--- src/rtl/rf_plus_alu.sv ---
// Purpose: ID/EXE datapath slice: 8x16 register file, ID/EXE operand buffer, add/sub ALU with C/Z/N.
// Latency: RF reads and ALU outputs are combinational; RF writes and buffer loads commit on the next clk edge.
// Backpressure: none; the external control FSM sequences every write and buffer load.
//
// Ports:
//   clk, Reset             - clock, synchronous active-high reset
//   Ins                    - instruction: [10:8] rd, [7:5] rm, [4:2] rn, [4:0] imm5, [7:0] imm8
//   WBData, WBRF           - external write-back data, register-file write enable
//   WBresource             - write-back source select (0 external data, 1 internal result)
//   RBresource             - read port B address select (0 rn, 1 rd); also picks LHI vs LLI
//   OprandB, LI            - immediate operand select, load-immediate select
//   Buff_IDEXE             - ID/EXE buffer load enable
//   ALUop, Flag, PSW_C     - add/sub select, carry-in enable, stored carry
//   Rm, Rd                 - low bytes of read port A and of RF[rd]
//   IL_EXE, OutR           - latched load-immediate value, latched operand A
//   Sum, C, Z, N           - ALU result and flags
module rf_plus_alu #(
  parameter int DW   = 16,
  parameter int NREG = 8
) (
  input  logic          clk,
  input  logic          Reset,
  input  logic [15:0]   Ins,
  input  logic [DW-1:0] WBData,
  input  logic          WBRF,
  input  logic          WBresource,
  input  logic          RBresource,
  input  logic          OprandB,
  input  logic          LI,
  input  logic          Buff_IDEXE,
  input  logic          ALUop,
  input  logic          Flag,
  input  logic          PSW_C,
  output logic [7:0]    Rm,
  output logic [7:0]    Rd,
  output logic [DW-1:0] IL_EXE,
  output logic [DW-1:0] OutR,
  output logic [DW-1:0] Sum,
  output logic          C,
  output logic          Z,
  output logic          N
);

  logic [DW-1:0] rf [NREG];
  logic [DW-1:0] a_exe;
  logic [DW-1:0] b_exe;
  logic          li_exe;

  logic [2:0]    rd_addr;
  logic [2:0]    rm_addr;
  logic [2:0]    rn_addr;
  logic [2:0]    rb_addr;
  logic [DW-1:0] data_a;
  logic [DW-1:0] data_b;
  logic [DW-1:0] wb_din;
  logic [DW:0]   alu_res;
  logic          cin;

  // Upper opcode bits are decoded by the control FSM, not here.
  logic unused_ins;
  assign unused_ins = ^Ins[15:11];

  assign rd_addr = Ins[10:8];
  assign rm_addr = Ins[7:5];
  assign rn_addr = Ins[4:2];
  assign rb_addr = RBresource ? rd_addr : rn_addr;

  // No write bypass: a register written on this edge still reads its old value.
  assign data_a = rf[rm_addr];
  assign data_b = rf[rb_addr];

  assign Rm   = data_a[7:0];
  assign Rd   = rf[rd_addr][7:0];
  assign OutR = a_exe;

  assign wb_din = WBresource ? (li_exe ? IL_EXE : Sum) : WBData;

  always_ff @(posedge clk) begin
    if (Reset) begin
      for (int i = 0; i < NREG; i++) begin
        rf[i] <= '0;
      end
      a_exe  <= '0;
      b_exe  <= '0;
      IL_EXE <= '0;
      li_exe <= 1'b0;
    end else begin
      if (WBRF) begin
        rf[rd_addr] <= wb_din;
      end
      if (Buff_IDEXE) begin
        a_exe  <= data_a;
        b_exe  <= OprandB ? {{(DW-5){1'b0}}, Ins[4:0]} : data_b;
        li_exe <= LI;
        // RBresource=1 is LHI: imm8 into the high byte, keep the low byte of RF[rd].
        IL_EXE <= RBresource ? {Ins[7:0], data_b[7:0]} : {8'h00, Ins[7:0]};
      end
    end
  end

  // ALU: bit DW of the widened result is carry-out on add and borrow on sub,
  // since both operands are zero-extended before the operation.
  always_comb begin
    cin     = Flag & PSW_C;
    alu_res = '0;
    if (ALUop) begin
      alu_res = {1'b0, a_exe} - {1'b0, b_exe} - {{DW{1'b0}}, cin};
    end else begin
      alu_res = {1'b0, a_exe} + {1'b0, b_exe} + {{DW{1'b0}}, cin};
    end
    Sum = alu_res[DW-1:0];
    C   = alu_res[DW];
    Z   = (alu_res[DW-1:0] == '0);
    N   = alu_res[DW-1];
  end

endmodule

--- config.mk ---
export PLATFORM = sky130hd
export DESIGN_NAME = rf_plus_alu
export DESIGN_NICKNAME = d
export VERILOG_FILES = /design/src/rtl/rf_plus_alu.sv
export SDC_FILE = /design/constraint.sdc
export NUM_CORES = 1
export LEC_CHECK = 0
export CAP_MARGIN = 20
export CORE_MARGIN = 2
export CORE_UTILIZATION = 48
export CTS_BUF_LIST = sky130_fd_sc_hd__clkbuf_2
export DETAILED_ROUTE_END_ITERATION = 10
export PLACE_DENSITY = 0.79
export SYNTH_ARGS = -nofsm -noshare
export SYNTH_HDL_FRONTEND = slang
export SYNTH_SLANG_ARGS = --single-unit
export TNS_END_PERCENT = 100
--- constraint.sdc ---
create_clock -name clk -period 7.1 [get_ports clk]
set_input_delay 2.13 -clock clk [delete_from_list [all_inputs] [get_ports clk]]
set_output_delay 2.13 -clock clk [all_outputs]
set_load 0.1 [all_outputs]
==> flow_summary_export.csv <==
group,metric,value,unit
global_routing,grt_usage,28.1,%
timing,max_freq,137,MHz
yosys,synth_top_area_share,33.7,%
timing,drv_slew,0,
floorplan,die_h,158,um
clock_network,clk_pin_slew,220,ps
timing,finalHoldViolations,0,
detailed_routing,wire_per_inst,21.9,um
yosys,synth-seq-area-share,42.3,%
outcome,violations,"setup timing",
floorplan,dieWidth,158,um
placement,hpwlAfterDp,24700,um
hold_path,hp-class,"register to register",
floorplan,fp.dieArea,25000,um2
yosys,synth_edf_count,128,
yosys,ys_ff_latch,177,
worst_setup_path,critPathRequiredTime,4970,ps
floorplan,rows,56,
yosys,synth_cells,1127,
worst_setup_path,endpoint_kind,"output port",
detailed_routing,drc,0,
clock_network,cts_tree,"built",
timing,hold_ws,538,ps
power,total_power,3.06,mW
yosys,synth_nets,1219,
detailed_routing,finalWirelength,34300,um
final_layout,drive_gt1_share,20.1,%
floorplan,top_level_ports,110,
detailed_routing,vias,9708,
worst_setup_path,crit_arrival,5170,ps
clock_network,clock_path_buffers,2,
clock_network,ctsHoldBuffers,0,
global_routing,antenna_found_initial,1,
global_routing,grt_pass1_vias,9597,
detailed_routing,vias_per_cell,6.20,
final_layout,final_cell_mix,"nor2_1 (212), edfxtp_1 (128), nand2_1 (81)",
yosys,post_synth_num_cell_types,75,
yosys,yosysTopAreaCell,"edfxtp_1",
yosys,syn_avg_cell_area,10.1,um2
timing,setup_viol,2,
yosys,synthArstFlopShare,0,%
detailed_routing,antenna_left,0,
global_routing,grt_pass1_wl,52700,um
timing,rsz0062_at_grt,"yes",
timing,worst_clock_skew,26.1,ps
timing,layout_setup_ws,-196,ps
global_routing,overflow,0,
clock_network,cts_root_buf,"clkbuf_2",
clock_network,cts_made_buffers,17,
final_layout,mostFrequentLayoutCell,"nor2_1",
timing,period_needed,7300,ps
clock_network,htree_levels,4,
placement,placed_area,13400,um2
power,p_leak,5.27,nW
final_layout,stdcell_area,13800,um2
final_layout,nNetsFinal,1326,
yosys,synth_ff_type,"edfxtp_1",
final_layout,fillCellCount,1973,
yosys,synthTopCellsByArea,"edfxtp_1 (34%), mux4_2 (9.9%), dfxtp_1 (8.6%)",
outcome,status,"finished with violations",
timing,tns,-205,ps
clock_network,clock_latency,780,ps
yosys,syn_area,11400,um2
worst_setup_path,crit_fanout,2,
clock_network,cts.sinks,177,
worst_setup_path,path_class,"input pin to output port",
placement,portBuffers,104,
global_routing,grt_start_max_net_pins,60,
power,pwr_density_cell,222,nW/um2
floorplan,coreArea,23400,um2
worst_setup_path,cp-start-kind,"input pin",
yosys,synth_warnings,0,
timing,relSlewSlack,30.6,%
final_layout,area_growth,20.7,%
detailed_routing,dr.pass1.iters,6,
timing,min_period_over_period,103,%
power,ir_drop,0.000175,V
floorplan,start_util,48.7,%
detailed_routing,drt_iter0_markers,1081,
timing,tightest_slew,1040,ps
run,max-cap-violations,0,
placement,gp_congestion,0.921,
==> power breakdown <==
group / switching, mW / internal (mW) / total [mW]
registers: 0.0437 / 1.16 / 1.20
logic: 0.861 / 0.495 / 1.36
clock network: 0.338 / 0.160 / 0.498
total: 1.24 / 1.82 / 3.06
==> final cells by class <==
class	instances	area (um2)	area share, %
multi-input combinational	806	6160	44.8
tap	319	399	2.90
clock buffer	20	100	0.728
sequential	177	4820	35.1
timing repair buffer	171	1920	14.0
inverter	61	229	1.66
antenna	1	2.50	0.0182
clock inverter	12	118	0.855
==> metrics by stage <==
step | cells | worst slack (ps) | utilization, %
final | 1567 | -196 | 58.8
after global routing | 1567 | -283 | 58.8
after CTS | 1564 | -201 | 58.5
after detailed placement | 1531 | -824 | 57.3
after global placement | 1531 | -798 | 57.3
after floorplan | 1127 | -1270 | -
==> synthesized netlist by cell type, drive strengths merged, types with 6 or more instances <==
library cell,n
a31oi,13
a211oi,50
mux2,19
mux4,50
nor2b,8
dfxtp,49
and2,22
nor2,212
buf,19
nand2b,13
mux2i,44
ha,45
o211ai,11
clkbuf,64
a311oi,9
xnor2,13
nor3,21
nand2,82
o21ai,30
a22oi,14
a21oi,60
inv,60
nand4,6
edfxtp,128
==> layer usage <==
layer / share of wire, % / up-vias / track usage, %
met1: 38 / 4735 / 35.1
met3: 8.8 / 106 / 5.01
met2: 49 / 534 / 47.9
li1: - / 4333 / -
met5: 0 / - / 0
met4: 3.5 / 0 / 12.0
==> what timing repair did <==
action / 4_1_cts / 5_1_grt
setup buffers: 1 / 1
gates resized for setup: 23 / 13
pin swaps: 16 / 12
setup endpoints to repair: 10 / 4
==> flip-flops by register name, indices dropped and copies added, names as in the netlist <==
register  count
li_exe        1
b_exe        16
IL_EXE       16
OutR         16
rf          128
==> path summary, 6_finish.rpt <==
check	startpoint	end	slack, ps	depth (start not counted)
setup reg to reg	OutR[10]$_SDFFE_PP0P_	rf[1][11]$_SDFFCE_PN0P_	3150	11
setup / recovery	Flag	Z	-200	14
hold reg to reg	OutR[2]$_SDFFE_PP0P_	OutR[2]$_SDFFE_PP0P_	540	2
hold / removal	OutR[2]$_SDFFE_PP0P_	OutR[2]$_SDFFE_PP0P_	540	2
==> logic make-up (layout without fill, tap and decap cells) <==
| kind of cell | after synthesis | after routing | share of synthesized area (%) |
|---|---|---|---|
| xor+xnor | 18 | 18 | 1.45 |
| simple gates | 389 | 389 | 15.1 |
| other cells | 0 | 1 | 0 |
| flops | 177 | 177 | 42.3 |
| fa+ha+maj | 49 | 49 | 5.64 |
| compound gates | 237 | 237 | 14.6 |
| buf+inv | 144 | 264 | 5.12 |
| mux | 113 | 113 | 15.8 |
==> worst max-delay path: stages <==
cell and delay [ps]:
buf_6 90, nand2_8 40, fa_2 550, inv_2 50
ha_4 200, xor2_1 130, nor2_1 170, a21oi_2 60
or3_4 380, nor3_2 220, nand4_1 150, or4_4 450
nor4b_4 340, buf_12 210
(Power assumes the default switching activity.)
